[config.mk]
export PLATFORM = sky130hd
export DESIGN_NAME = uart_matrix_loader_flat
export DESIGN_NICKNAME = d
export VERILOG_FILES = /design/src/rtl/uart_matrix_loader_pkg.sv /design/src/rtl/uart_matrix_loader_if.sv /design/src/rtl/uart_matrix_loader_wrap_counter.sv /design/src/rtl/uart_matrix_loader.sv /design/src/flat_wrapper.sv
export SDC_FILE = /design/constraint.sdc
export NUM_CORES = 1
export LEC_CHECK = 0
export CAP_MARGIN = 10
export CORE_ASPECT_RATIO = 1.1
export CORE_MARGIN = 4
export CORE_UTILIZATION = 35
export CTS_CLUSTER_SIZE = 25
export DETAILED_ROUTE_END_ITERATION = 12
export PLACE_DENSITY = 0.69
export SLEW_MARGIN = 20
export SYNTH_ARGS = -nofsm -noshare
export SYNTH_HDL_FRONTEND = slang
export SYNTH_HIERARCHICAL = 1
export SYNTH_SLANG_ARGS = --single-unit
[constraint.sdc]
create_clock -name i_clk -period 3.25 [get_ports i_clk]
set_input_delay 0.65 -clock i_clk [delete_from_list [all_inputs] [get_ports i_clk]]
set_output_delay 0.65 -clock i_clk [all_outputs]
set_load 0.01 [all_outputs]
[src/rtl/uart_matrix_loader_pkg.sv]
// rtl/uart_matrix_loader_pkg.sv - shared types and helpers for the UART matrix loader
package uart_matrix_loader_pkg;

    typedef enum logic [1:0] {
        IDLE     = 2'd0,
        LOAD_MAT = 2'd1,
        LOAD_VEC = 2'd2,
        DONE     = 2'd3
    } loader_state_t;

    typedef struct packed {
        logic busy;
        logic load_done;
        logic size_err;
    } loader_status_t;

    // Smallest r with 2**r >= value; 0 for value <= 1.
    function automatic int ceil_log2(input int value);
        int r;
        r = 0;
        for (int i = 0; i < 31; i++) begin
            if ((1 << i) < value) begin
                r = i + 1;
            end
        end
        return r;
    endfunction

endpackage

[src/rtl/uart_matrix_loader_if.sv]
// rtl/uart_matrix_loader_if.sv - control, rx byte stream and FIFO push bundle of the loader
interface uart_matrix_loader_if #(
    parameter int NUM_CH = 4,
    parameter int DATA_W = 8,
    parameter int CNT_W  = 5
);
    logic              start;
    logic              abort;
    logic [CNT_W-1:0]  n_size;
    logic              rx_valid;
    logic [DATA_W-1:0] rx_data;
    logic [NUM_CH-1:0] row_push;
    logic              vec_push;
    logic [DATA_W-1:0] push_data;
    logic              busy;
    logic              load_done;
    logic              size_err;

    modport slave (
        input  start, abort, n_size, rx_valid, rx_data,
        output row_push, vec_push, push_data, busy, load_done, size_err
    );

    modport master (
        output start, abort, n_size, rx_valid, rx_data,
        input  row_push, vec_push, push_data, busy, load_done, size_err
    );
endinterface

[src/rtl/uart_matrix_loader_wrap_counter.sv]
// rtl/uart_matrix_loader_wrap_counter.sv - up counter that wraps to 0 after reaching limit
module wrap_counter #(
    parameter int W = 4
) (
    input  logic         i_clk,
    input  logic         i_rst_n,
    input  logic         i_en,
    input  logic         i_clr,
    input  logic [W-1:0] i_limit,
    output logic [W-1:0] o_value,
    output logic         o_wrap
);
    logic [W-1:0] r_value;
    logic         w_at_limit;

    assign w_at_limit = (r_value == i_limit);
    assign o_wrap     = i_en && !i_clr && w_at_limit;
    assign o_value    = r_value;

    always_ff @(posedge i_clk or negedge i_rst_n) begin
        if (!i_rst_n) begin
            r_value <= '0;
        end else if (i_clr) begin
            r_value <= '0;
        end else if (i_en) begin
            r_value <= w_at_limit ? '0 : r_value + W'(1);
        end
    end
endmodule

[src/rtl/uart_matrix_loader.sv]
// rtl/uart_matrix_loader.sv - splits a received N x N matrix plus N-vector into row/vector FIFO pushes
module uart_matrix_loader
    import uart_matrix_loader_pkg::*;
#(
    parameter int NUM_CH = 4,
    parameter int DATA_W = 8,
    parameter int MAX_N  = 16
) (
    input  logic                  i_clk,
    input  logic                  i_rst_n,
    uart_matrix_loader_if.slave   bus
);
    localparam int CNT_W = ceil_log2(MAX_N) + 1;
    localparam int CH_W  = (NUM_CH > 1) ? ceil_log2(NUM_CH) : 1;

    loader_state_t     r_state;
    loader_state_t     w_next;
    loader_status_t    r_status;
    logic [CNT_W-1:0]  r_n;
    logic [NUM_CH-1:0] r_row_push;
    logic              r_vec_push;
    logic [DATA_W-1:0] r_push_data;

    logic [CNT_W-1:0]  w_limit;
    logic [CNT_W-1:0]  w_col;
    logic [CNT_W-1:0]  w_row;
    logic [CH_W-1:0]   w_ch;
    logic [NUM_CH-1:0] w_onehot;
    logic              w_size_ok;
    logic              w_start_ok;
    logic              w_start_bad;
    logic              w_mat_acc;
    logic              w_vec_acc;
    logic              w_cnt_clr;
    logic              w_col_wrap;
    logic              w_row_wrap;
    logic              w_ch_wrap;

    assign w_limit     = r_n - CNT_W'(1);
    assign w_size_ok   = (bus.n_size != '0) && (bus.n_size <= CNT_W'(MAX_N));
    assign w_start_ok  = (r_state == IDLE) && !bus.abort && bus.start && w_size_ok;
    assign w_start_bad = (r_state == IDLE) && !bus.abort && bus.start && !w_size_ok;
    assign w_mat_acc   = (r_state == LOAD_MAT) && bus.rx_valid && !bus.abort;
    assign w_vec_acc   = (r_state == LOAD_VEC) && bus.rx_valid && !bus.abort;
    // Counters sit at zero whenever no load is in progress, so a new start always begins at row 0 col 0.
    assign w_cnt_clr   = bus.abort || !((r_state == LOAD_MAT) || (r_state == LOAD_VEC));
    assign w_onehot    = NUM_CH'(1) << w_ch;

    // The column counter doubles as the vector index: it is back at 0 when the matrix completes.
    wrap_counter #(.W(CNT_W)) u_col (
        .i_clk   (i_clk),
        .i_rst_n (i_rst_n),
        .i_en    (w_mat_acc || w_vec_acc),
        .i_clr   (w_cnt_clr),
        .i_limit (w_limit),
        .o_value (w_col),
        .o_wrap  (w_col_wrap)
    );

    wrap_counter #(.W(CNT_W)) u_row (
        .i_clk   (i_clk),
        .i_rst_n (i_rst_n),
        .i_en    (w_mat_acc && w_col_wrap),
        .i_clr   (w_cnt_clr),
        .i_limit (w_limit),
        .o_value (w_row),
        .o_wrap  (w_row_wrap)
    );

    wrap_counter #(.W(CH_W)) u_ch (
        .i_clk   (i_clk),
        .i_rst_n (i_rst_n),
        .i_en    (w_mat_acc && w_col_wrap),
        .i_clr   (w_cnt_clr),
        .i_limit (CH_W'(NUM_CH - 1)),
        .o_value (w_ch),
        .o_wrap  (w_ch_wrap)
    );

    always_comb begin
        w_next = r_state;
        case (r_state)
            IDLE:     if (w_start_ok) w_next = LOAD_MAT;
            LOAD_MAT: begin
                if (bus.abort)       w_next = IDLE;
                else if (w_row_wrap) w_next = LOAD_VEC;
            end
            LOAD_VEC: begin
                if (bus.abort)                    w_next = IDLE;
                else if (w_vec_acc && w_col_wrap) w_next = DONE;
            end
            DONE:     w_next = IDLE;
            default:  w_next = IDLE;
        endcase
    end

    always_ff @(posedge i_clk or negedge i_rst_n) begin
        if (!i_rst_n) begin
            r_state     <= IDLE;
            r_status    <= '0;
            r_n         <= '0;
            r_row_push  <= '0;
            r_vec_push  <= 1'b0;
            r_push_data <= '0;
        end else begin
            r_state            <= w_next;
            r_row_push         <= w_mat_acc ? w_onehot : '0;
            r_vec_push         <= w_vec_acc;
            r_status.busy      <= (w_next == LOAD_MAT) || (w_next == LOAD_VEC);
            r_status.load_done <= (r_state == DONE) && !bus.abort;
            if (w_mat_acc || w_vec_acc) begin
                r_push_data <= bus.rx_data;
            end
            if (w_start_ok) begin
                r_n               <= bus.n_size;
                r_status.size_err <= 1'b0;
            end else if (w_start_bad) begin
                r_status.size_err <= 1'b1;
            end
        end
    end

    assign bus.row_push  = r_row_push;
    assign bus.vec_push  = r_vec_push;
    assign bus.push_data = r_push_data;
    assign bus.busy      = r_status.busy;
    assign bus.load_done = r_status.load_done;
    assign bus.size_err  = r_status.size_err;
endmodule
[src/flat_wrapper.sv]
// flat-port wrapper written by rule: the top's interface ports become plain ports
module uart_matrix_loader_flat import uart_matrix_loader_pkg::*;
#(
    parameter int NUM_CH = 4,
    parameter int DATA_W = 8,
    parameter int MAX_N  = 16
)
  (i_clk, i_rst_n, bus_start, bus_abort, bus_n_size, bus_rx_valid, bus_rx_data, bus_row_push, bus_vec_push, bus_push_data, bus_busy, bus_load_done, bus_size_err);
  uart_matrix_loader_if #(.NUM_CH(NUM_CH), .DATA_W(DATA_W)) bus_i ();
  input  logic i_clk;
  input  logic i_rst_n;
  input wire logic [$bits(bus_i.start)-1:0] bus_start;
  input wire logic [$bits(bus_i.abort)-1:0] bus_abort;
  input wire logic [$bits(bus_i.n_size)-1:0] bus_n_size;
  input wire logic [$bits(bus_i.rx_valid)-1:0] bus_rx_valid;
  input wire logic [$bits(bus_i.rx_data)-1:0] bus_rx_data;
  output wire logic [$bits(bus_i.row_push)-1:0] bus_row_push;
  output wire logic [$bits(bus_i.vec_push)-1:0] bus_vec_push;
  output wire logic [$bits(bus_i.push_data)-1:0] bus_push_data;
  output wire logic [$bits(bus_i.busy)-1:0] bus_busy;
  output wire logic [$bits(bus_i.load_done)-1:0] bus_load_done;
  output wire logic [$bits(bus_i.size_err)-1:0] bus_size_err;
  assign bus_i.start = bus_start;
  assign bus_i.abort = bus_abort;
  assign bus_i.n_size = bus_n_size;
  assign bus_i.rx_valid = bus_rx_valid;
  assign bus_i.rx_data = bus_rx_data;
  assign bus_row_push = bus_i.row_push;
  assign bus_vec_push = bus_i.vec_push;
  assign bus_push_data = bus_i.push_data;
  assign bus_busy = bus_i.busy;
  assign bus_load_done = bus_i.load_done;
  assign bus_size_err = bus_i.size_err;
  uart_matrix_loader #(.NUM_CH(NUM_CH), .DATA_W(DATA_W), .MAX_N(MAX_N)) u_core (.i_clk(i_clk), .i_rst_n(i_rst_n), .bus(bus_i));
endmodule
==> results of run 1 <==
==> power by group through the flow <==
| stage | combinational (mW) | clock [mW] | sequential [mW] |
|---|---|---|---|
| finish | 0.645 | 0.347 | 0.581 |
| global route | 0.701 | 0.381 | 0.593 |
| CTS | 0.650 | 0.362 | 0.583 |
| detailed placement | 0.648 | 0 | 0.590 |
| global placement | 0.642 | 0 | 0.587 |
| floorplan | 0.358 | 0 | 0.612 |
==> cell usage in the layout, fill, tap and decap left out, types with 7 or more instances in the layout <==
master / count
dfrtp_1: 35
clkdlybuf4s50_1: 33
xor2_1: 15
inv_1: 12
nor2_1: 11
mux2_2: 10
nand2_1: 9
o21ai_0: 8
ha_1: 8
clkbuf_8: 7
a21oi_1: 7
buf_4: 7
==> sequential cells by signal, summed over array words and instances, names as in the netlist <==
register,cells
u_core/bus.push_data,8
u_core/u_row/o_value,5
u_core/bus.row_push,4
u_core/bus.size_err,1
u_core/u_col/o_value,5
u_core/bus.busy,1
u_core/bus.vec_push,1
u_core/bus.load_done,1
u_core/r_state,2
u_core/u_ch/o_value,2
u_core/r_n,5
==> layer usage <==
metal	part of all wire [%]	routed length (microns)	GRT usage, %	vias to the layer above
li1	-	-	-	748
met1	45	1787	14.98	713
met2	50	1990	21.00	17
met3	2.6	104	3.361	6
met4	2.3	92	7.154	0
met5	0	0	0	-
==> through the flow <==
stage,cells,area [sq um]
floorplan,189,1947
global placement,300,2404
detailed placement,300,2404
CTS,308,2507
global route,308,2507
finish,308,2507
==> worst max-delay path: cells and delay by family (launching register included) <==
family,cells,cell delay (ps)
buf+inv,2,130
compound gates,3,520
flops,1,380
fa+ha+maj,1,170
simple gates,5,1100
xor+xnor,3,580
==> path summary, 6_finish.rpt <==
path	startpoint	endpoint	slack, ps	cells after the start
hold / removal	u_core/bus.push_data[1]$_DFFE_PN0P_	u_core/bus.push_data[1]$_DFFE_PN0P_	510	1
min in group asynchronous	i_rst_n	u_core/bus.size_err$_DFFE_PN0P_	770	2
max in group asynchronous	i_rst_n	u_core/bus.push_data[5]$_DFFE_PN0P_	2160	2
hold reg to reg	u_core/bus.push_data[1]$_DFFE_PN0P_	u_core/bus.push_data[1]$_DFFE_PN0P_	510	1
setup / recovery	u_core/r_n[0]$_DFFE_PN0P_	u_core/bus.busy$_DFF_PN0_	250	14
setup reg to reg	u_core/r_n[0]$_DFFE_PN0P_	u_core/bus.busy$_DFF_PN0_	250	14
==> cell type report <==
class                      instances  area, sq um
clock buffer                       7        96.34
clock inverter                     1        7.507
fill                             491         2853
inverter                          13        48.80
multi-input combinational        137         1002
sequential                        35        875.8
tap                               75        93.84
timing repair buffer              40        382.9
==> results.yml, run 1 <==
timing:
  finalHoldViolations: 0
  fin_crit_sh_pct: 92.46
  whs_ps: 507.6
  setup_viol: 0
  rsz0062_at_grt: "false"
  worstMarginPinSlew_ps: 587.3
  max_clock_freq_mhz: 332.8
  period_needed_ps: 3005
  max-slew-margin-rel_pct: 60.63
  fin_worst_skew_ps: 2.380
  finalMaxSlewViolations: 0
  final.setup.worst_slack_ps: 245.1
  fin_setup_tns_ps: 0
global_routing:
  grt_overflow: 0
  grt_max_degree: 36
  grt_usage_pct: 12.73
  antenna_found_initial: 0
  grt_pass1_vias: 1449
  grt_pass1_wl_mm: 6.603
clocking:
  clk_latency_ps: 290
  cts_tree: "done"
  cts_resized: 0
  cts_buffers: 5
  cts_buffer_depth: 2
  clock-sinks: 35
  cts_setup_buffers: 0
  clockRootBuffer: "clkbuf_8"
  path_clk_slew_ps: 70
  htree_num_levels: 2
  cts_hold_buf: 0
cells_and_area:
  area_growth_pct: 30.21
  nNetsFinal: 258
  drive_gt1_share_pct: 13.30
  n_antenna_cell: 0
  utilization_pct: 46.78
worst_setup_path:
  worstPathArrival_ps: 3170
  cp_slowest_cell: "dfrtp_1"
  cp_cell_sequence: "inv_1 -> ha_1 -> nor3b_1 -> xor2_1 -> xor2_1 -> nor3_2 -> and4b_1 -> and3_1 -> and4b_1 -> inv_1 -> a21oi_1 -> o21bai_1 -> a221o_1 -> xnor2_1"
  cp.required_ps: 3420
  worst-setup-path-type: "reg2reg"
  end_kind: "register"
  path_max_fanout: 4
  crit_path_start_kind: "register"
  crit_path_max_incr_delay_ps: 380
placed_design:
  dpl.hpwl_mm: 2.961
  port_buffers: 33
  gp_congestion: 0.8262
  pre_cts_ws_ps: 209.3
power:
  irDropWorstVdd_uv: 326.4
  comb_power_share_pct: 41.0
  power.switching_mw: 0.5509
  p_seq_share_pct: 36.9
  total_power_mw: 1.573
  power_frac_clock_pct: 22.1
  power_leakage_nw: 1.158
  swShare_pct: 35.03
  internal-power_mw: 1.022
  power.density_mw_per_mm2: 627.3
routing:
  first_pass_iters: 4
  ant_nets: 0
  viasPerCell: 4.818
  routed_wl_mm: 3.974
  vias: 1484
  wire_per_inst_microns: 12.90
  drt_iter0_drc: 73
  drc: 0
floorplan:
  die_width_microns: 78.72
  core_sq_mm: 0.005360
  ios: 34
  rows: 28
  start_util_pct: 35.92
  die_area_sq_mm: 0.006754
  die_y_microns: 85.80
synthesis:
  synth.yosys.warnings: 6
  synthCells: 184
  synth_area_sq_mm: 0.001926
  avgSynthCellArea_sq_um: 10.47
hold_path:
  hold_class: "reg2reg"
status:
  status: "complete, no violations"
run:
  maxCapViolCount: 0
Power figures use the tool's default switching activity.
==> inputs of run 2 (changes only) <==
Settings changed: SLEW_MARGIN 20 to 30.
==> results of run 2 <==
Final layout, timing and power as in run 1 (identical DEF).
